[src/rtl/csr_pkg.sv]
// Shared CSR definitions: access ops, CSR addresses, status/enable bit positions
// and interrupt cause codes.
package csr_pkg;

  typedef enum logic [1:0] {
    OP_NONE  = 2'b00,
    OP_WRITE = 2'b01,
    OP_SET   = 2'b10,
    OP_CLEAR = 2'b11
  } csr_op_e;

  localparam logic [11:0] ADDR_MSTATUS  = 12'h300;
  localparam logic [11:0] ADDR_MIE      = 12'h304;
  localparam logic [11:0] ADDR_MTVEC    = 12'h305;
  localparam logic [11:0] ADDR_MSCRATCH = 12'h340;
  localparam logic [11:0] ADDR_MEPC     = 12'h341;
  localparam logic [11:0] ADDR_MCAUSE   = 12'h342;
  localparam logic [11:0] ADDR_MIP      = 12'h344;
  localparam logic [11:0] ADDR_CYCLE    = 12'hC00;
  localparam logic [11:0] ADDR_INSTRET  = 12'hC02;
  localparam logic [11:0] ADDR_CYCLEH   = 12'hC80;
  localparam logic [11:0] ADDR_INSTRETH = 12'hC82;

  localparam int MSTATUS_MIE  = 3;
  localparam int MSTATUS_MPIE = 7;

  // mie and mip share bit positions
  localparam int IRQ_SW  = 3;
  localparam int IRQ_TMR = 7;
  localparam int IRQ_EXT = 11;

  localparam int CAUSE_SW  = 3;
  localparam int CAUSE_TMR = 7;
  localparam int CAUSE_EXT = 11;

endpackage

[src/rtl/csr_counter.sv]
// Free-running CNT_W-bit counter exposed as two XLEN-wide read halves.
module csr_counter #(
  parameter int XLEN  = 16,
  parameter int CNT_W = 2 * XLEN
) (
  input  logic            clk,
  input  logic            rst_n,
  input  logic            inc,
  input  logic            clear,
  output logic [XLEN-1:0] lo,
  output logic [XLEN-1:0] hi
);

  logic [CNT_W-1:0] cnt_q;

  always_ff @(posedge clk or negedge rst_n) begin
    if (!rst_n)     cnt_q <= '0;
    else if (clear) cnt_q <= '0;
    else if (inc)   cnt_q <= cnt_q + CNT_W'(1);
  end

  assign lo = cnt_q[XLEN-1:0];
  assign hi = XLEN'(cnt_q[CNT_W-1:XLEN]);

endmodule

[src/rtl/csr_unit.sv]
// Machine-mode CSR file: CSR access port, trap/mret sequencing, interrupt
// arbitration and cycle/instret counters.
module csr_unit
  import csr_pkg::*;
#(
  parameter int XLEN  = 16,
  parameter int CNT_W = 2 * XLEN
) (
  input  logic            clk,
  input  logic            rst_n,
  input  logic [1:0]      ex_op,
  input  logic [11:0]     ex_addr,
  input  logic [XLEN-1:0] ex_wdata,
  output logic [XLEN-1:0] ex_rdata,
  output logic            ex_illegal,
  input  logic            retire,
  input  logic            trap_valid,
  input  logic [XLEN-1:0] trap_cause,
  input  logic [XLEN-1:0] trap_pc,
  input  logic            mret,
  input  logic            ext_irq,
  input  logic            tmr_irq,
  input  logic            sw_irq,
  output logic            int_req,
  output logic [XLEN-1:0] int_cause,
  output logic [XLEN-1:0] trap_vector,
  output logic [XLEN-1:0] mepc_o
);

  localparam logic [XLEN-1:0] MIE_MASK =
    (XLEN'(1) << IRQ_EXT) | (XLEN'(1) << IRQ_TMR) | (XLEN'(1) << IRQ_SW);

  logic            mst_mie_q, mst_mpie_q;
  logic            ext_q, tmr_q, sw_q;
  logic [XLEN-1:0] mie_q, mtvec_q, mscratch_q, mepc_q, mcause_q;
  logic [XLEN-1:0] mip_vec, pend, base;
  logic [XLEN-1:0] cyc_lo, cyc_hi, ret_lo, ret_hi;
  logic [XLEN-1:0] wval;
  logic            known, read_only, wr_en;
  csr_op_e         op;

  function automatic logic [XLEN-1:0] csr_apply(input csr_op_e o,
                                                input logic [XLEN-1:0] old,
                                                input logic [XLEN-1:0] wd);
    case (o)
      OP_WRITE: csr_apply = wd;
      OP_SET:   csr_apply = old | wd;
      OP_CLEAR: csr_apply = old & ~wd;
      default:  csr_apply = old;
    endcase
  endfunction

  assign op = csr_op_e'(ex_op);

  always_comb begin
    mip_vec          = '0;
    mip_vec[IRQ_EXT] = ext_q;
    mip_vec[IRQ_TMR] = tmr_q;
    mip_vec[IRQ_SW]  = sw_q;
  end

  always_comb begin
    ex_rdata  = '0;
    known     = 1'b1;
    read_only = 1'b0;
    case (ex_addr)
      ADDR_MSTATUS: begin
        ex_rdata[MSTATUS_MIE]  = mst_mie_q;
        ex_rdata[MSTATUS_MPIE] = mst_mpie_q;
      end
      ADDR_MIE:      ex_rdata = mie_q;
      ADDR_MTVEC:    ex_rdata = mtvec_q;
      ADDR_MSCRATCH: ex_rdata = mscratch_q;
      ADDR_MEPC:     ex_rdata = mepc_q;
      ADDR_MCAUSE:   ex_rdata = mcause_q;
      ADDR_MIP:      begin ex_rdata = mip_vec; read_only = 1'b1; end
      ADDR_CYCLE:    begin ex_rdata = cyc_lo;  read_only = 1'b1; end
      ADDR_INSTRET:  begin ex_rdata = ret_lo;  read_only = 1'b1; end
      ADDR_CYCLEH:   begin ex_rdata = cyc_hi;  read_only = 1'b1; end
      ADDR_INSTRETH: begin ex_rdata = ret_hi;  read_only = 1'b1; end
      default:       known = 1'b0;
    endcase
  end

  assign ex_illegal = !known || (read_only && (op != OP_NONE));
  // trap beats mret beats CSR access; losers have no effect
  assign wr_en      = (op != OP_NONE) && !ex_illegal && !trap_valid && !mret;
  assign wval       = csr_apply(op, ex_rdata, ex_wdata);

  always_ff @(posedge clk or negedge rst_n) begin
    if (!rst_n) begin
      mst_mie_q  <= 1'b0;
      mst_mpie_q <= 1'b0;
      ext_q      <= 1'b0;
      tmr_q      <= 1'b0;
      sw_q       <= 1'b0;
      mie_q      <= '0;
      mtvec_q    <= '0;
      mscratch_q <= '0;
      mepc_q     <= '0;
      mcause_q   <= '0;
    end else begin
      ext_q <= ext_irq;
      tmr_q <= tmr_irq;
      sw_q  <= sw_irq;
      if (trap_valid) begin
        mepc_q     <= trap_pc & ~XLEN'(1);
        mcause_q   <= trap_cause;
        mst_mpie_q <= mst_mie_q;
        mst_mie_q  <= 1'b0;
      end else if (mret) begin
        mst_mie_q  <= mst_mpie_q;
        mst_mpie_q <= 1'b1;
      end else if (wr_en) begin
        case (ex_addr)
          ADDR_MSTATUS: begin
            mst_mie_q  <= wval[MSTATUS_MIE];
            mst_mpie_q <= wval[MSTATUS_MPIE];
          end
          ADDR_MIE:      mie_q      <= wval & MIE_MASK;
          ADDR_MTVEC:    mtvec_q    <= wval;
          ADDR_MSCRATCH: mscratch_q <= wval;
          ADDR_MEPC:     mepc_q     <= wval & ~XLEN'(1);
          ADDR_MCAUSE:   mcause_q   <= wval;
          default: ;
        endcase
      end
    end
  end

  assign pend    = mie_q & mip_vec;
  assign int_req = mst_mie_q & (|pend);

  always_comb begin
    int_cause = '0;
    if (int_req) begin
      if (pend[IRQ_EXT])     int_cause = {1'b1, (XLEN-1)'(CAUSE_EXT)};
      else if (pend[IRQ_SW]) int_cause = {1'b1, (XLEN-1)'(CAUSE_SW)};
      else                   int_cause = {1'b1, (XLEN-1)'(CAUSE_TMR)};
    end
  end

  // vectored mode only redirects interrupts; exceptions always go to BASE
  assign base        = mtvec_q & ~XLEN'(3);
  assign trap_vector = ((mtvec_q[1:0] == 2'b01) && trap_cause[XLEN-1])
                     ? base + XLEN'({trap_cause[XLEN-2:0], 2'b00})
                     : base;
  assign mepc_o      = mepc_q;

  csr_counter #(.XLEN(XLEN), .CNT_W(CNT_W)) u_cycle (
    .clk   (clk),
    .rst_n (rst_n),
    .inc   (1'b1),
    .clear (1'b0),
    .lo    (cyc_lo),
    .hi    (cyc_hi)
  );

  csr_counter #(.XLEN(XLEN), .CNT_W(CNT_W)) u_instret (
    .clk   (clk),
    .rst_n (rst_n),
    .inc   (retire & ~trap_valid),
    .clear (1'b0),
    .lo    (ret_lo),
    .hi    (ret_hi)
  );

endmodule

[config.mk]
export PLATFORM = sky130hd
export DESIGN_NAME = csr_unit
export DESIGN_NICKNAME = d
export VERILOG_FILES = /design/src/rtl/csr_pkg.sv /design/src/rtl/csr_counter.sv /design/src/rtl/csr_unit.sv
export SDC_FILE = /design/constraint.sdc
export NUM_CORES = 1
export LEC_CHECK = 0
export CAP_MARGIN = 10
export CORE_MARGIN = 8
export CORE_UTILIZATION = 29
export DETAILED_ROUTE_END_ITERATION = 7
export SYNTH_ARGS = -nofsm -noshare
export SYNTH_HDL_FRONTEND = slang
export SYNTH_HIERARCHICAL = 1
export SYNTH_SLANG_ARGS = --single-unit
[constraint.sdc]
create_clock -name clk -period 2.9 [get_ports clk]
set_input_delay 0.58 -clock clk [delete_from_list [all_inputs] [get_ports clk]]
set_output_delay 0.58 -clock clk [all_outputs]
set_load 0.01 [all_outputs]
# After elaboration in Yosys (flattened, before gate mapping)
# Cells that the tools add are included.
classes:
  add_sub_neg: 3
  mul: 0
  n_div: 0
  magnitude_cmp: 0
  n_eq_ne: 16
  shift: 0
  n_mux: 28
  n_bitwise: 8
  reduce_logical: 25
ops:
  columns: ["cell", "n"]
  rows:
  - ["16-bit 2-to-1 mux", 11]
  - ["12-bit by 10-bit == test with 1-bit output (second input constant)", 7]
  - ["8-bit case mux with 10 select lines", 1]
  - ["32-bit by 1-bit adder with 32-bit output (second input constant)", 2]
  - ["12-bit == test (second input constant)", 4]
  - ["16-bit case mux with 3 select lines", 1]
  - ["3-bit case mux with 8 select lines", 2]
  - ["1-bit case mux with 11 select lines", 2]
  - ["16-bit adder", 1]
  - ["16-bit AND", 1]
  - ["16-bit NOT", 1]
  - ["16-bit OR", 1]
  - ["16-bit OR reduction", 1]
  - ["12-bit AND", 1]
  - ["4-bit AND reduction", 3]
  - ["11-bit OR reduction", 1]
  - ["1-bit 2-to-1 mux", 10]
  - ["2-bit nonzero test", 4]
  - ["3-bit AND reduction", 2]
  - ["3-bit nonzero test", 2]
  - ["1-bit logical AND", 5]
  - ["5-bit OR reduction", 1]
  - ["2-bit by 1-bit == test with 1-bit output (second input constant)", 2]
  - ["2-bit == test (second input constant)", 2]
  - ["other kinds (7)", 12]
word_totals:
  register_bits: 136
  latch_bits: 0
  ram_bits: 0
  romBits: 0
  inputBits: 70
  out_inout_bits: 66
  word_cells: 92
  mem_count: 0

# Longest topological paths before layout
depth:
  ltp_word: 12
  ltp_mapped: 10
  depth_no_buf: 10

# Hierarchy
# The synthesis kept the hierarchy.
by_module_without_submodules:
  columns: ["module", "instances", "cells_per_inst", "area_per_inst_um2", "seq_area_each_um2"]
  rows:
  - ["csr_unit", 1, 667, 5685.5, 1776.7]
  - ["csr_counter", 2, 176, 1680.4, 800.8]

# Worst setup path before layout
# OpenSTA, ideal clock, no wires.
synth_path:
  path_type: "input-to-output"
  from: "input port trap_cause[0]"
  to: "output port trap_vector[14]"
  arrival_time_ns: 2.607
  path_slack_ns: -0.287
  stages: 10
  n_path_buf: 0
  path_cell_list: "ha_1 > inv_1 > fa_1 > nor2b_1 > o21ai_0 > a21oi_1 > o211ai_1 > a2111oi_0 > nor3_1 > o31ai_1"
synth_via:
  elab_chain_cells: 2
synth_rtl:
  columns: ["item", "line", "text"]
  rows:
  - ["start, declared", "csr_unit.sv:18", "input logic [XLEN-1:0] trap_cause,"]
  - ["16-bit adder", "csr_unit.sv:146", "? base + XLEN'({trap_cause[XLEN-2:0], 2'b00})"]
  - ["16-bit 2-to-1 mux", "csr_unit.sv:146", null]
  - ["end, declared", "csr_unit.sv:26", "output logic [XLEN-1:0] trap_vector,"]
# Every way passes these cells.

# Worst setup path after layout
layout_path:
  from: "register mtvec_q[2]"
  to: "output port trap_vector[14]"
layout_via:
  elab_chain_cells: 2
layout_rtl:
  columns: ["item", "line", "text"]
  rows:
  - ["start, declared", "csr_unit.sv:35", "logic [XLEN-1:0] mie_q, mtvec_q, mscratch_q, mepc_q, mcause_q;"]
  - ["start signal, assigned", "csr_unit.sv:121", "ADDR_MTVEC: mtvec_q <= wval;"]
  - ["16-bit adder", "csr_unit.sv:146", null]
  - ["16-bit 2-to-1 mux", "csr_unit.sv:146", null]
# Every way passes these cells.

==> flow_summary_export.csv <==
group,metric,value,unit
timing,tightest_slew,0.726,ns
timing,rsz0062_at_grt,"true",
finish,area_delta_synth_final,47.8,%
clock_tree,cts_tree,"done",
clock_tree,clock_sinks,135,
timing,min_period,3.40,ns
timing,fin_skew,0.00849,ns
timing,tns,-1.68,ns
power_and_ir_drop,vdd_ir_drop_max,0.000366,V
run_status,violations,"design-rule violations, negative setup slack",
synth,yosys_register_bits,135,
finish,fin_cells,1720,
global_route,met1_usage,25.7,%
placed_design,portBuffers,120,
timing,relSlewSlack,51.4,%
setup_path,cp_top_family,"compound AO/OA/AOI/OAI gates",
synth,yosys_warnings,6,
routing,first_pass_iters,8,
placed_design,place_congestion,0.879,
placed_design,placed_cell_area,11800,sq um
setup_path,worst_setup_path_end_kind,"primary output",
finish,diodes,0,
global_route,use_met2,28.8,%
synth,syn_avg_cell_area,8.88,sq um
global_route,busiest_layer,"met2",
power_and_ir_drop,p_seq_share,39.4,%
die,start_util,29.5,%
finish,final_common_cell,"buf_4",
global_route,antenna_found_initial,0,
routing,drc,1,
clock_tree,htree_levels,4,
power_and_ir_drop,pwr-share-clk,47.1,%
timing,hold_viol,0,
placed_design,dp_hpwl,26.3,mm
routing,wirelength,36.3,mm
global_route,grtUsageMet3,4.19,%
clock_tree,clkTransAtPathRegs,0.07,ns
setup_path,slowest_delay,0.43,ns
die,core_area,30700,sq um
clock_tree,clockBufferDepth,2,
global_route,grt_pass1_wl,54.7,mm
die,dieArea,37100,sq um
finish,final_area,13400,sq um
routing,final_antenna_net_count,0,
timing,period_share,117,%
global_route,gr-total-overflow,0,
synth,synth.distinct_cells,75,
synth,synth_top_area_cell,"dfrtp_1",
synth,synthFlopType,"dfrtp_1",
placed_design,post-place-cells,1627,
setup_path,critPathLaunchType,"flop",
power_and_ir_drop,internal-power,3.69,mW
power_and_ir_drop,power_density,376,nW/um^2
clock_tree,ctsHoldBuffers,0,
setup_path,worstPathCellList,"ha_4 -> inv_2 -> fa_2 -> nor2b_2 -> o21ai_2 -> a21oi_2 -> o211ai_1 -> a2111oi_2 -> buf_4 -> o21a_1 -> o31ai_2 -> buf_2",
power_and_ir_drop,pwr-share-comb,13.5,%
setup_path,critPathBufInv,3,
timing,setup_viol_count_final,14,
clock_tree,worstSkewPairLatency,0.43,ns
timing,fin_ws,-0.504,ns
routing,detail_route.wl_per_cell,21.1,um
min_path,hold_class,"input port to asynchronous set/reset pin",
power_and_ir_drop,p_sw_share,26.6,%
die,die_y,193,um
routing,drt_iter0_drc,961,
global_route,grt_pass1_vias,9202,
placed_design,dpl_worst_slack,-1.19,ns
setup_path,worst_ep_required_time,2.32,ns
power_and_ir_drop,leakage,5.69,nW
synth,synth_seq_area_share,37.3,%
synth,synth-edff-count,0,
die,placementRows,64,
global_route,grt_usage,19.3,%
setup_path,cp_max_fo,2,
clock_tree,cts_buffers,17,
die,die_x,193,um
setup_path,cp.arrival,2.82,ns
run_status,status,"finished with violations",
synth,synth_top_area_share,37.3,%
synth,netlist_instances,1019,
synth,synthTopCellsByArea,"dfrtp_1 37%, nand2_1 5.0%, a21oi_1 4.1%",
finish,post_route_cells_drive_above_1_share,30.9,%
flow_run,maxCapViolCount,0,
global_route,grt_start_max_net_pins,66,
die,io_pins,136,
routing,num_vias,9527,
synth,synth_area,9050,sq um
timing,fmax,294,MHz
timing,maxSlewViolCount,0,
setup_path,crit_type,"flop to primary output",
routing,via_per_inst,5.54,
finish,nets,1397,
synth,ys_async_sr_fraction,100,%
finish,layout_common_cells,"170 x buf_4, 135 x dfrtp_1, 116 x nand2_1, 69 x a21oi_1, 67 x clkdlybuf4s50_1",
power_and_ir_drop,p_sw,1.34,mW
clock_tree,clockRootBuffer,"clkbuf_16",
setup_path,slowest_stage,"dfrtp_1",
==> timing repair <==
item                       CTS  global route
setup endpoints to repair   41            39
pin swaps                   57            43
setup buffers               52            10
cloned                       3             0
resized for setup          254            58
==> state kept, by name (all words and copies together), names as in the netlist <==
name             count
tmr_q                1
mscratch_q          16
mepc_o              15
u_instret/cnt_q     32
u_cycle/cnt_q       32
mst_mie_q            1
mtvec_q             16
sw_q                 1
ext_q                1
mcause_q            16
mie_q                3
mst_mpie_q           1
==> path summary, 6_finish.rpt <==
kind	startpoint	end	slack, ns	cells after the start
max in group asynchronous	rst_n	u_instret/cnt_q[6]$_DFFE_PN0P_	1.93	2
min reg2reg	mscratch_q[8]$_DFFE_PN0P_	mscratch_q[8]$_DFFE_PN0P_	0.49	2
min	rst_n	u_instret/cnt_q[27]$_DFFE_PN0P_	0.14	1
max reg2reg	u_instret/cnt_q[27]$_DFFE_PN0P_	mtvec_q[11]$_DFFE_PN0P_	0.16	9
min in group clk	mscratch_q[8]$_DFFE_PN0P_	mscratch_q[8]$_DFFE_PN0P_	0.49	2
max	mtvec_q[2]$_DFFE_PN0P_	trap_vector[14]	-0.50	12
==> synth_stat cells (6+ instances only) <==
| library cell | n |
|---|---|
| dfrtp_1 | 135 |
| nand2_1 | 120 |
| a21oi_1 | 75 |
| o21ai_1 | 48 |
| nor2_1 | 43 |
| inv_1 | 38 |
| clkbuf_1 | 36 |
| o21ai_0 | 33 |
| nand3_1 | 31 |
| o31ai_1 | 31 |
| a22oi_1 | 30 |
| or4_1 | 27 |
| buf_4 | 26 |
| xnor2_1 | 26 |
| or3_1 | 24 |
| nor3b_1 | 22 |
| xor2_1 | 18 |
| a222oi_1 | 15 |
| buf_2 | 15 |
| ha_1 | 15 |
| nor4_1 | 15 |
| mux2_2 | 14 |
| nand4_1 | 13 |
| nand3b_1 | 11 |
| nor3_1 | 10 |
| a21o_1 | 8 |
| and4_1 | 8 |
| o221ai_1 | 8 |
| mux2i_1 | 7 |
| a211o_1 | 6 |
| and3_1 | 6 |
| nor4_4 | 6 |
| o211ai_1 | 6 |
==> cell type report <==
class | instances | area (sq um)
fillers | 2941 | 17300
repair buffers | 342 | 3150
clock buffers | 20 | 467
inverters | 39 | 150
well taps | 396 | 495
flip-flops and latches | 135 | 3380
clock inverters | 12 | 165
multi-input cells | 776 | 5560
==> stage by stage <==
stage                     total power [mW]  hold WS, ns  util [%]
after global placement                2.63        0.468      38.4
after floorplan                       2.28        0.284         -
final                                 5.03        0.135      43.6
after global routing                  5.19        0.184      43.6
after detailed placement              2.63        0.480      38.4
after CTS                             5.03        0.166      42.8
==> cells by family after synthesis <==
kind of cell / share of synthesized area, %
multiplexers: 3.02
adder cells (fa/ha/maj): 2.30
buffers and inverters: 6.58
AO/OA/AOI/OAI: 22.6
AND/OR/NAND/NOR: 23.8
XOR/XNOR: 4.26
other: 0.0830
flip-flops: 37.3
==> routing by layer <==
metal	vias up	share of wire [%]
li1	4366	-
met1	4617	42
met2	454	44
met3	90	8.2
met4	0	5.4
met5	-	0
==> power by group through the flow <==
stage,sequential (mW),combinational (mW),clock [mW]
after CTS,1.98,0.661,2.39
after floorplan,2.00,0.274,0
after global placement,2.01,0.613,0
after global routing,1.99,0.727,2.47
final,1.98,0.678,2.37
after detailed placement,2.01,0.619,0
Power figures use the tool's default switching activity.
